==> config.mk <==
export PLATFORM = sky130hd
export DESIGN_NAME = uart_tx_sched
export DESIGN_NICKNAME = d
export VERILOG_FILES = /design/src/rtl/uart_pkg.sv /design/src/rtl/crc8_byte.sv /design/src/rtl/uart_tx_sched.sv
export SDC_FILE = /design/constraint.sdc
export NUM_CORES = 1
export LEC_CHECK = 0
export ABC_AREA = 0
export CORE_ASPECT_RATIO = 0.9
export CORE_MARGIN = 2
export CORE_UTILIZATION = 25
export DETAILED_ROUTE_END_ITERATION = 8
export PLACE_DENSITY = 0.54
export SYNTH_ARGS = -nofsm -noshare
export SYNTH_HDL_FRONTEND = slang
export SYNTH_SLANG_ARGS = --single-unit
export TNS_END_PERCENT = 100
==> constraint.sdc <==
create_clock -name clk_25 -period 3.7 [get_ports clk_25]
set_input_delay 1.11 -clock clk_25 [delete_from_list [all_inputs] [get_ports clk_25]]
set_output_delay 1.11 -clock clk_25 [all_outputs]
set_load 0.005 [all_outputs]
==> src/rtl/uart_pkg.sv <==
// uart_pkg: shared encodings, frame table and CRC polynomial for the UART response scheduler.
package uart_pkg;

    typedef enum logic [2:0] {
        IDLE,
        LOAD,
        FETCH,
        SEND,
        WAIT,
        GAP
`ifdef TX_CRC8_EN
        , CRC
`endif
    } state_t;

    typedef enum logic [2:0] {
        SRC_CMPLTD    = 3'd0,
        SRC_UNCMPLTD  = 3'd1,
        SRC_STATUS    = 3'd2,
        SRC_NONCE     = 3'd3,
        SRC_SIGNATURE = 3'd4,
        SRC_NONE      = 3'd7
    } src_t;

    localparam logic [7:0] BASE_CMPLTD    = 8'h4C;
    localparam logic [7:0] BASE_UNCMPLTD  = 8'h54;
    localparam logic [7:0] BASE_STATUS    = 8'h48;
    localparam logic [7:0] BASE_NONCE     = 8'h68;
    localparam logic [7:0] BASE_SIGNATURE = 8'h6C;

    localparam logic [5:0] LEN_CMPLTD    = 6'd8;
    localparam logic [5:0] LEN_UNCMPLTD  = 6'd8;
    localparam logic [5:0] LEN_STATUS    = 6'd4;
    localparam logic [5:0] LEN_NONCE     = 6'd4;
    localparam logic [5:0] LEN_SIGNATURE = 6'd32;

    localparam logic [7:0] CRC_POLY = 8'h07;

    // Lowest request bit wins: cmpltd has the highest priority.
    function automatic src_t first_src(input logic [4:0] p);
        return p[0] ? SRC_CMPLTD :
               p[1] ? SRC_UNCMPLTD :
               p[2] ? SRC_STATUS :
               p[3] ? SRC_NONCE :
               p[4] ? SRC_SIGNATURE : SRC_NONE;
    endfunction

    function automatic logic [7:0] base_of(input src_t s);
        return s == SRC_CMPLTD   ? BASE_CMPLTD :
               s == SRC_UNCMPLTD ? BASE_UNCMPLTD :
               s == SRC_STATUS   ? BASE_STATUS :
               s == SRC_NONCE    ? BASE_NONCE : BASE_SIGNATURE;
    endfunction

    function automatic logic [5:0] len_of(input src_t s);
        return s == SRC_CMPLTD   ? LEN_CMPLTD :
               s == SRC_UNCMPLTD ? LEN_UNCMPLTD :
               s == SRC_STATUS   ? LEN_STATUS :
               s == SRC_NONCE    ? LEN_NONCE : LEN_SIGNATURE;
    endfunction

endpackage

==> src/rtl/crc8_byte.sv <==
// crc8_byte: CRC-8 accumulator (MSB first, init 0x00), one byte folded in per enabled cycle.
module crc8_byte
    import uart_pkg::*;
(
    input  logic       clk_25,
    input  logic       reset_n,
    input  logic       clr,
    input  logic       en,
    input  logic [7:0] din,
    output logic [7:0] crc
);

    logic [7:0] upd;

    always_comb begin
        upd = crc ^ din;
        for (int i = 0; i < 8; i++)
            upd = upd[7] ? {upd[6:0], 1'b0} ^ CRC_POLY : {upd[6:0], 1'b0};
    end

    always_ff @(posedge clk_25 or negedge reset_n)
        if (!reset_n)
            crc <= 8'h00;
        else if (clr)
            crc <= 8'h00;
        else if (en)
            crc <= upd;

endmodule

==> src/rtl/uart_tx_sched.sv <==
// uart_tx_sched: fixed-priority scheduler streaming response frames from system RAM to a byte UART.
// Defining TX_CRC8_EN appends a CRC-8 trailer byte to every frame.
module uart_tx_sched
    import uart_pkg::*;
#(
    parameter int TX_GAP  = 0,
    parameter int RAM_LAT = 1
) (
    input  logic       clk_25,
    input  logic       reset_n,
    input  logic       host_break,
    input  logic [4:0] req,
    input  logic [7:0] ram_byte,
    input  logic       tx_byte_cmplt,
    output logic [7:0] ram_addr,
    output logic [7:0] tx_byte,
    output logic       tx_byte_go,
    output logic       busy,
    output logic       frame_done,
    output logic [2:0] active_src
);

    localparam logic [7:0] FETCH_LAST = 8'(RAM_LAT > 0 ? RAM_LAT - 1 : 0);
    localparam logic [7:0] GAP_LAST   = 8'(TX_GAP > 0 ? TX_GAP - 1 : 0);
    localparam state_t     AFTER_GAP  = RAM_LAT > 0 ? FETCH : SEND;
    localparam state_t     AFTER_WAIT = TX_GAP > 0 ? GAP : AFTER_GAP;

    state_t     state, nxt;
    src_t       src, gnt_src;
    logic [1:0] rst_sync;
    logic       rst_s;
    logic [4:0] pend, gnt;
    logic [5:0] cnt;
    logic [7:0] tmr;
    logic       grant, step, go_d, done_d;

    // Reset asserts asynchronously, releases two clk_25 edges later.
    always_ff @(posedge clk_25 or negedge reset_n)
        if (!reset_n)
            rst_sync <= 2'b00;
        else
            rst_sync <= {rst_sync[0], 1'b1};

    assign rst_s = rst_sync[1];

    always_ff @(posedge clk_25 or negedge rst_s)
        if (!rst_s)
            state <= IDLE;
        else
            state <= nxt;

    always_comb begin
        nxt = state;
        case (state)
            IDLE:    nxt = |pend ? LOAD : IDLE;
            LOAD:    nxt = AFTER_GAP;
            FETCH:   nxt = tmr == FETCH_LAST ? SEND : FETCH;
            SEND:    nxt = WAIT;
`ifdef TX_CRC8_EN
            WAIT:    nxt = !tx_byte_cmplt ? WAIT :
                           cnt == 6'd0    ? IDLE :
                           cnt == 6'd1    ? CRC : AFTER_WAIT;
            CRC:     nxt = WAIT;
`else
            WAIT:    nxt = !tx_byte_cmplt ? WAIT :
                           cnt == 6'd1    ? IDLE : AFTER_WAIT;
`endif
            GAP:     nxt = tmr == GAP_LAST ? AFTER_GAP : GAP;
            default: nxt = IDLE;
        endcase
        if (host_break)
            nxt = IDLE;
    end

    assign gnt_src = first_src(pend);
    assign gnt     = 5'd1 << gnt_src;
    assign grant   = state == IDLE && |pend && !host_break;
    assign step    = state == WAIT && tx_byte_cmplt && !host_break;
    assign done_d  = step && nxt == IDLE;
`ifdef TX_CRC8_EN
    assign go_d    = (state == SEND || state == CRC) && !host_break;
`else
    assign go_d    = state == SEND && !host_break;
`endif

    always_ff @(posedge clk_25 or negedge rst_s)
        if (!rst_s) begin
            pend       <= 5'd0;
            src        <= SRC_NONE;
            ram_addr   <= 8'h00;
            cnt        <= 6'd0;
            tmr        <= 8'd0;
            tx_byte    <= 8'h00;
            tx_byte_go <= 1'b0;
            frame_done <= 1'b0;
        end else begin
            // A request coinciding with its own grant re-arms the flag.
            pend       <= host_break ? 5'd0 : (pend & ~(grant ? gnt : 5'd0)) | req;
            tmr        <= nxt == state ? tmr + 8'd1 : 8'd0;
            tx_byte_go <= go_d;
            frame_done <= done_d;
            if (grant) begin
                src      <= gnt_src;
                ram_addr <= base_of(gnt_src);
                cnt      <= len_of(gnt_src);
            end
            if (step) begin
                cnt <= cnt - {5'd0, cnt != 6'd0};
                if (cnt > 6'd1)
                    ram_addr <= ram_addr + 8'd1;
            end
            if (state == SEND)
                tx_byte <= ram_byte;
`ifdef TX_CRC8_EN
            if (state == CRC)
                tx_byte <= crc;
`endif
        end

`ifdef TX_CRC8_EN
    logic [7:0] crc;

    crc8_byte u_crc (
        .clk_25  (clk_25),
        .reset_n (rst_s),
        .clr     (grant),
        .en      (state == SEND),
        .din     (ram_byte),
        .crc     (crc)
    );
`endif

    assign busy       = state != IDLE;
    assign active_src = busy ? src : SRC_NONE;

endmodule

# Yosys cells after proc, flatten, opt, wreduce, memory -nomap -nowiden
# Cells that the tools add are included.
totals:
  out_inout_bits: 22
  regBits: 45
  input_bits: 17
  elab_cells: 72
op_classes:
  order_cmp: 1
  shift: 1
  bitwise: 3
  reduce_logical: 15
  muxes: 29
  eq_ne: 10
  n_addsub: 3
op_table:
  columns: ["operator", "n"]
  rows:
  - ["6-bit 2-to-1 mux", 9]
  - ["8-bit 2-to-1 mux", 4]
  - ["3-bit 2-to-1 mux", 9]
  - ["3-bit case mux with 6 select lines", 1]
  - ["8-bit by 1-bit adder with 8-bit output, second input constant", 2]
  - ["3-bit by 2-bit == test with 1-bit output, second input constant", 4]
  - ["5-bit 2-to-1 mux", 2]
  - ["3-bit zero test", 3]
  - ["8-bit zero test", 1]
  - ["3-bit by 1-bit == test with 1-bit output, second input constant", 2]
  - ["3-bit == test, second input constant", 2]
  - ["6-bit by 1-bit == test with 1-bit output, second input constant", 1]
  - ["6-bit by 1-bit > comparator with 1-bit output, second input constant", 1]
  - ["1-bit logical AND", 6]
  - ["6-bit nonzero test", 1]
  - ["6-bit by 1-bit subtractor with 6-bit output", 1]
  - ["5-bit bitwise AND", 1]
  - ["5-bit inverter", 1]
  - ["5-bit bitwise OR", 1]
  - ["5-bit OR reduction", 1]
  - ["1-bit by 3-bit left shift with 5-bit output, first input constant", 1]
  - ["2-bit 2-to-1 mux", 2]
  - ["3-bit == test", 1]
  - ["3-bit nonzero test", 1]
  - ["other kinds (3)", 4]

# Logic depth before layout (Yosys ltp)
# Gate-level depths: netlist of run 1.
depth:
  depth_word: 13
  mapped_depth: 7
  mapped_depth_nobuf: 7

# Worst setup path after synthesis of run 1
# Ideal clock, no wire load.
synth_path:
  kind: "input to register"
  startpoint: "input host_break"
  endpoint: "register cnt[2]"
  t_arrival_ns: 2.394
  t_required_ns: 3.569
  slack_ns: 1.175
  stages: 5
  n_path_buf: 1
  setup_ns: 0.131
  cell_sequence: "or4_4 a21o_1 buf_6 and3_1 or3_1"
synth_via:
  elab_chain_cells: 3
  word_cells_on_any_way: 5
  cone_classes: "1 x mux; 4 x reduce/logical"
synth_lines:
  columns: ["element", "line", "source"]
  rows:
  - ["from (decl)", "uart_tx_sched.sv:11", "input logic host_break,"]
  - ["1-bit zero test *", "uart_tx_sched.sv:77, uart_tx_sched.sv:78", null]
  - ["1-bit logical AND, on equally long branches", "uart_tx_sched.sv:78, uart_tx_sched.sv:77", null]
  - ["6-bit 2-to-1 mux or 2-bit nonzero test (tied branches)", null, null]
  - ["to (signal assigned)", "uart_tx_sched.sv:105", "cnt <= len_of(gnt_src);"]
  - ["to (signal assigned)", "uart_tx_sched.sv:108", "cnt <= cnt - {5'd0, cnt != 6'd0};"]
  - ["to (decl)", "uart_tx_sched.sv:33", "logic [5:0] cnt;"]
# Every way passes the cells marked *; elsewhere a longest branch is shown, timed or not.
# A chain may end at the register's enable or synchronous reset.

# Worst setup path after layout of run 1
layout_path:
  startpoint: "register state[0]"
  endpoint: "output active_src[0]"
layout_via:
  elab_chain_cells: 2
layout_lines:
  columns: ["element", "line", "source"]
  rows:
  - ["from (decl)", "uart_tx_sched.sv:28", "state_t state, nxt;"]
  - ["from (signal assigned)", "uart_tx_sched.sv:50", "state <= nxt;"]
  - ["3-bit nonzero test", "uart_tx_sched.sv:133", "assign busy = state != IDLE;"]
  - ["3-bit 2-to-1 mux", "uart_tx_sched.sv:134", "assign active_src = busy ? src : SRC_NONE;"]
  - ["to (decl)", "uart_tx_sched.sv:20", "output logic [2:0] active_src"]
# Every way passes these cells.

==> results.py, run 1 <==
metrics = {
    "power_and_ir_drop": {
        "p_leak_nw": 1.157,
        "peakVddDrop_mv": 0.3451,
        "pwr_density_cell_mw_per_mm2": 598.2,
        "total_power_mw": 1.705,
    },
    "logic_synthesis": {
        "yosysTopAreaCellShare_pct": 46.56,
        "ys_seq_area_share_pct": 50.06,
        "synthFlopType": "dfrtp_1",
        "synthesis.nets": 239,
        "yosysWarnings": 0,
        "ys_ff_latch": 45,
        "async_flop_share_pct": 100.0,
        "synth_edf_count": 0,
        "synth_area_leaders": "dfrtp_1 (47%), mux2_2 (5.0%), dfstp_2 (3.5%)",
        "yosys.area.top_type": "dfrtp_1",
        "synthCells": 217,
        "yosysUniqueCellTypes": 55,
        "synth.avg_cell_area_um2": 10.40,
        "netlist_area_mm2": 0.002257,
    },
    "final_layout": {
        "fill_cells": 895,
        "stdcell_area_mm2": 0.002850,
        "syn_to_final_growth_pct": 26.27,
        "n_antenna_cell": 0,
        "drive_above_1_share_pct": 12.02,
        "final_nets": 279,
    },
    "critical_path": {
        "end_kind": "output port",
        "path_delay_family": "buffers and inverters",
        "slowest_stage": "dfrtp_1",
        "critPathKind": "flip-flop to output port",
        "cp-startpoint": "state[0]",
        "cp_cell_sequence": "nor3_1 -> inv_1 -> nand2b_1 -> clkdlybuf4s50_1",
        "critPathLaunchType": "flip-flop",
        "worst-path-stages": 4,
        "crit_arrival_ns": 2.18,
        "max_stage_delay_ns": 0.55,
        "timing.rr.end": "ram_addr[2]",
        "critPathMaxFanout": 15,
        "r2r_slack_ns": 1.42,
        "worstPathRequired_ns": 2.59,
        "rr_startpoint": "state[0]",
        "reg2reg_depth": 5,
        "crit_buf_inv": 2,
    },
    "global_route": {
        "grt_pass1_wl_um": 8473,
        "antenna_found_initial": 0,
        "grt_max_degree": 44,
        "grt.total_usage_pct": 10.83,
        "overflow": 0,
        "grt_pass1_vias": 1710,
    },
    "timing": {
        "rsz0062_at_grt": "no",
        "setup_viol": 0,
        "relSlewSlack_pct": 36.36,
        "period_needed_ns": 3.293,
        "fmax_ghz": 0.3037,
        "skew_ns": 0.01029,
        "setup_ws_ns": 0.4069,
        "setup_tns_ns": 0,
        "worstMarginPinSlew_ns": 0.9545,
        "drv_slew": 0,
        "finalHoldViolCount": 0,
        "fin_crit_sh_pct": 89.00,
        "hold_slack_ns": 0.3525,
    },
    "clock_tree": {
        "htreeDepth": 2,
        "clk_pin_slew_ns": 0.09,
        "clock_latency_ns": 0.30,
        "cts_resized": 0,
        "cts_made_buffers": 5,
        "ctsHoldBuffers": 0,
        "tritoncts": "done",
        "cts_root_buf": "clkbuf_8",
        "clkSinkCount": 45,
        "clockBufferDepth": 2,
        "postCtsSetupRepairBufs": 0,
    },
    "routing": {
        "remaining_drc_errors": 0,
        "dr_total_vias": 1777,
        "avgRoutedWirePerCell_um": 13.26,
        "drt-pass1-iter-count": 4,
        "antenna_left": 0,
        "via_per_inst": 4.714,
        "finalWirelength_um": 4998,
        "drt_iter0_drc": 127,
    },
    "min_path": {
        "min_path_cells": 0,
        "whs_endpoint": "rst_sync[1]",
        "min-delay-start": "rst_sync[0]",
        "hp-class": "flip-flop to flip-flop",
    },
    "placement": {
        "dpl_cell_area_mm2": 0.002768,
        "dpl.hpwl_um": 3522,
        "port_buffers": 38,
        "place_congestion": 0.7974,
        "preCtsSetupSlack_ns": 0.5233,
    },
    "floorplan": {
        "fp.dieArea_mm2": 0.009806,
        "num_rows": 32,
        "design.core.area_mm2": 0.008688,
        "ios": 39,
        "die_w_um": 104.2,
        "die_height_um": 94.15,
        "initial_core_util_pct": 25.98,
    },
    "run_status": {
        "status": "finished clean",
    },
    "job": {
        "drv_cap": 0,
    },
}
## registers in the layout, indices dropped and copies added (netlist names)
signal / count
state: 3
tmr: 8
frame_done: 1
cnt: 6
tx_byte: 8
rst_sync: 2
ram_addr: 8
pend: 5
tx_byte_go: 1
src: 3
## synthesized netlist by cell type (2+ instances only)
library cell,instances
xnor2_1,2
mux2_2,10
a21oi_1,10
a31oi_1,2
inv_1,10
nor2_1,15
nor4_1,2
nor4b_1,2
xor2_1,5
dfrtp_1,42
nor3b_1,2
nand2_1,13
or3_1,2
ha_1,5
nand2b_1,4
nor3_1,15
o31ai_1,2
or4_1,4
nand4_1,3
nand3b_1,3
a21o_1,4
dfstp_2,3
o21ai_0,6
o311ai_0,2
clkbuf_1,5
a311oi_1,2
nand3_1,14
## metrics by stage
| step | instances | utilization, % |
|---|---|---|
| final | 377 | 32.81 |
| after global routing | 377 | 32.81 |
| after CTS | 377 | 32.81 |
| after detailed placement | 369 | 31.85 |
| after global placement | 369 | 31.85 |
| after floorplan | 217 | - |
## cell type report
class	instances	area [um2]	share of cell area (%)
sequential	45	1131	39.68
timing repair buffer	41	402.9	14.14
tap	119	148.9	5.224
multi-input combinational	154	1047	36.74
inverter	10	37.54	1.317
clock inverter	2	10.01	0.3512
clock buffer	6	72.57	2.546
## report_power, final
group / switching [mW] / internal, mW / total (mW)
combinational: 0.281 / 0.370 / 0.651
sequential: 0.130 / 0.626 / 0.756
clock: 0.167 / 0.131 / 0.298
total: 0.578 / 1.13 / 1.71
## cells in the final DEF (no fill, tap or decap), types with 3 or more instances in the layout
cell / count
nand3b_1: 3
clkbuf_8: 5
nor3_1: 15
xor2_1: 5
or4_1: 4
a21o_1: 4
mux2_2: 10
o21ai_0: 6
nand4_1: 3
nor2_1: 15
dfstp_2: 3
clkdlybuf4s50_1: 38
a21oi_1: 10
buf_4: 3
nand3_1: 14
dfrtp_1: 41
nand2_1: 13
nand2b_1: 4
ha_1: 5
inv_1: 10
## cell families after synthesis
family	Yosys count	synth area share (%)
xor+xnor	7	2.716
compound gates	42	13.86
buf+inv	18	3.548
other cells	1	0.1661
simple gates	88	21.45
fa+ha+maj	5	2.772
mux	11	5.432
flops	45	50.06
## worst register-to-register path: stages (launching register included)
cell and delay [ns]:
dfrtp_1 0.55, nor3_1 0.43, inv_1 0.24, nor4b_1 0.73, a31oi_1 0.09, o21a_1 0.14
## worst max-delay path by stage
stage                    end  slack [ns]
2_1_floorplan         cnt[2]        1.17
3_3_place_gp          cnt[2]        0.54
3_5_place_dp          cnt[2]        0.52
4_1_cts        active_src[0]        0.36
5_1_grt        active_src[0]        0.18
6_report       active_src[0]        0.41
## metal layers
metal / global-route usage (%) / wire length (um)
met1: 14.61 / 2539
met2: 16.94 / 2262
met3: 2.774 / 158
met4: 3.604 / 37
met5: 0 / 0
(Power assumes the default switching activity.)
==> run 2, diff against run 1 <==
--- a/config.mk
+++ b/config.mk
@@ -9,6 +9,7 @@
 export CORE_ASPECT_RATIO = 0.9
 export CORE_MARGIN = 2
 export CORE_UTILIZATION = 25
+export CTS_BUF_LIST = sky130_fd_sc_hd__clkbuf_4
 export DETAILED_ROUTE_END_ITERATION = 8
 export PLACE_DENSITY = 0.54
 export SYNTH_ARGS = -nofsm -noshare
==> results.py, run 2 (synthesis results as in run 1) <==
metrics = {
    "placement": {
        "placed_cells": 369,
        "dpl.hpwl_um": 3522,
        "place_congestion": 0.7974,
        "port_buffers": 38,
    },
    "critical_path": {
        "crit_arrival_ns": 2.26,
        "critPathMaxFanout": 15,
        "rr_startpoint": "state[0]",
        "cp_cell_sequence": "nor3_1 -> inv_1 -> nand2b_1 -> clkdlybuf4s50_1",
        "r2r_slack_ns": 1.39,
        "worstPathRequired_ns": 2.59,
        "path_delay_family": "buffers and inverters",
        "crit_buf_inv": 2,
        "reg2reg_depth": 5,
        "end_kind": "output port",
        "critPathLaunchType": "flip-flop",
        "critPathKind": "flip-flop to output port",
        "timing.rr.end": "ram_addr[2]",
        "max_stage_delay_ns": 0.57,
        "slowest_stage": "dfrtp_1",
    },
    "power_and_ir_drop": {
        "pwr_density_cell_mw_per_mm2": 582.5,
        "peakVddDrop_mv": 0.3397,
        "p_leak_nw": 1.148,
    },
    "floorplan": {
        "die_height_um": 94.15,
        "initial_core_util_pct": 25.98,
        "die_w_um": 104.2,
        "design.core.area_mm2": 0.008688,
        "ios": 39,
        "num_rows": 32,
        "fp.dieArea_mm2": 0.009806,
    },
    "final_layout": {
        "fin_util_pct": 32.49,
        "final_nets": 279,
        "syn_to_final_growth_pct": 25.06,
        "layout.cells.non_filler": 377,
        "final_common_cell": "dfrtp_1",
        "mostFrequentLayoutCells": "dfrtp_1 (41), clkdlybuf4s50_1 (38), nor2_1 (15), nor3_1 (15), nand3_1 (14)",
        "largestRegisters": "ram_addr: 8 flops, tmr: 8 flops, tx_byte: 8 flops",
        "drive_above_1_share_pct": 12.40,
        "n_antenna_cell": 0,
    },
    "timing": {
        "worstMarginPinSlew_ns": 0.9592,
        "fmax_ghz": 0.2966,
        "setup_tns_ns": 0,
        "skew_ns": 0.01706,
        "drv_slew": 0,
        "setup_viol": 0,
        "relSlewSlack_pct": 36.05,
        "period_needed_ns": 3.372,
        "rsz0062_at_grt": "no",
        "fin_crit_sh_pct": 91.13,
        "finalHoldViolCount": 0,
    },
    "global_route": {
        "grt_pass1_wl_um": 8487,
        "grt_pass1_vias": 1707,
        "grt.total_usage_pct": 10.83,
        "antenna_found_initial": 0,
        "grt_max_degree": 44,
        "overflow": 0,
    },
    "clock_tree": {
        "clk_pin_slew_ns": 0.14,
        "clockBufferDepth": 2,
        "clock_latency_ns": 0.36,
        "tritoncts": "done",
        "cts_made_buffers": 5,
        "cts_root_buf": "clkbuf_4",
        "clkSinkCount": 45,
        "cts_resized": 0,
        "ctsHoldBuffers": 0,
        "htreeDepth": 2,
        "postCtsSetupRepairBufs": 0,
    },
    "routing": {
        "avgRoutedWirePerCell_um": 13.43,
        "remaining_drc_errors": 0,
        "dr_total_vias": 1790,
        "finalWirelength_um": 5062,
        "antenna_left": 0,
        "drt_iter0_drc": 106,
        "drt-pass1-iter-count": 4,
        "via_per_inst": 4.748,
    },
    "min_path": {
        "min-delay-start": "rst_sync[0]",
        "min_path_cells": 0,
        "whs_endpoint": "rst_sync[1]",
        "hp-class": "flip-flop to flip-flop",
    },
    "run_status": {
        "status": "finished clean",
    },
    "job": {
        "drv_cap": 0,
    },
}
-- run 2: cell counts in the layout (fill, tap and decap cells not counted) --
Identical to the previous run, type by type.
-- run 2: stage by stage --
stage	power (mW)	area, um2	hold slack [ns]	setup slack [ns]
final	1.644	2823	0.3624	0.3284
after global routing	1.776	2823	0.3859	0.08713
after CTS	1.670	2823	0.3657	0.2742
after detailed placement	1.419	2768	0.3346	0.5233
after global placement	1.409	2768	0.3385	0.5366
after floorplan	1.110	2257	0.3312	1.175
-- run 2: area by class of cell --
class / count / area [um2]
Clock buffer: 6 / 45.04
Inverter: 10 / 37.54
Clock inverter: 2 / 10.01
Multi-Input combinational cell: 154 / 1047
Timing Repair Buffer: 41 / 402.9
Fill cell: 905 / 5866
Tap cell: 119 / 148.9
Sequential cell: 45 / 1131
-- run 2: worst reg2reg max path, delay by kind of cell, from the launching register on --
family / cells / cell delay [ns]
AND/OR/NAND/NOR: 2 / 1.17
AO/OA/AOI/OAI: 2 / 0.22
flip-flops: 1 / 0.57
buffers and inverters: 1 / 0.24
-- run 2: metal layers --
layer	vias to the layer above	part of all wire (%)	GRT usage (%)
met3	7	3.0	2.358
met5	-	0	0
met4	0	1.5	4.279
met2	28	45	17.05
met1	875	50	14.52
li1	880	-	-
-- run 2: power breakdown --
group	total (mW)	switching (mW)	internal [mW]
Sequential	0.756	0.131	0.626
Clock	0.237	0.157	0.0800
Combinational	0.651	0.282	0.370
-- run 2: worst max-delay path by stage --
stage	from	endpoint	slack, ns	cells past startpoint
after detailed placement	host_break	cnt[2]	0.52	5
after global placement	host_break	cnt[2]	0.54	5
final	state[0]	active_src[0]	0.33	4
after CTS	state[0]	active_src[0]	0.27	4
after global routing	state[0]	active_src[0]	0.09	4
after floorplan	host_break	cnt[2]	1.17	5
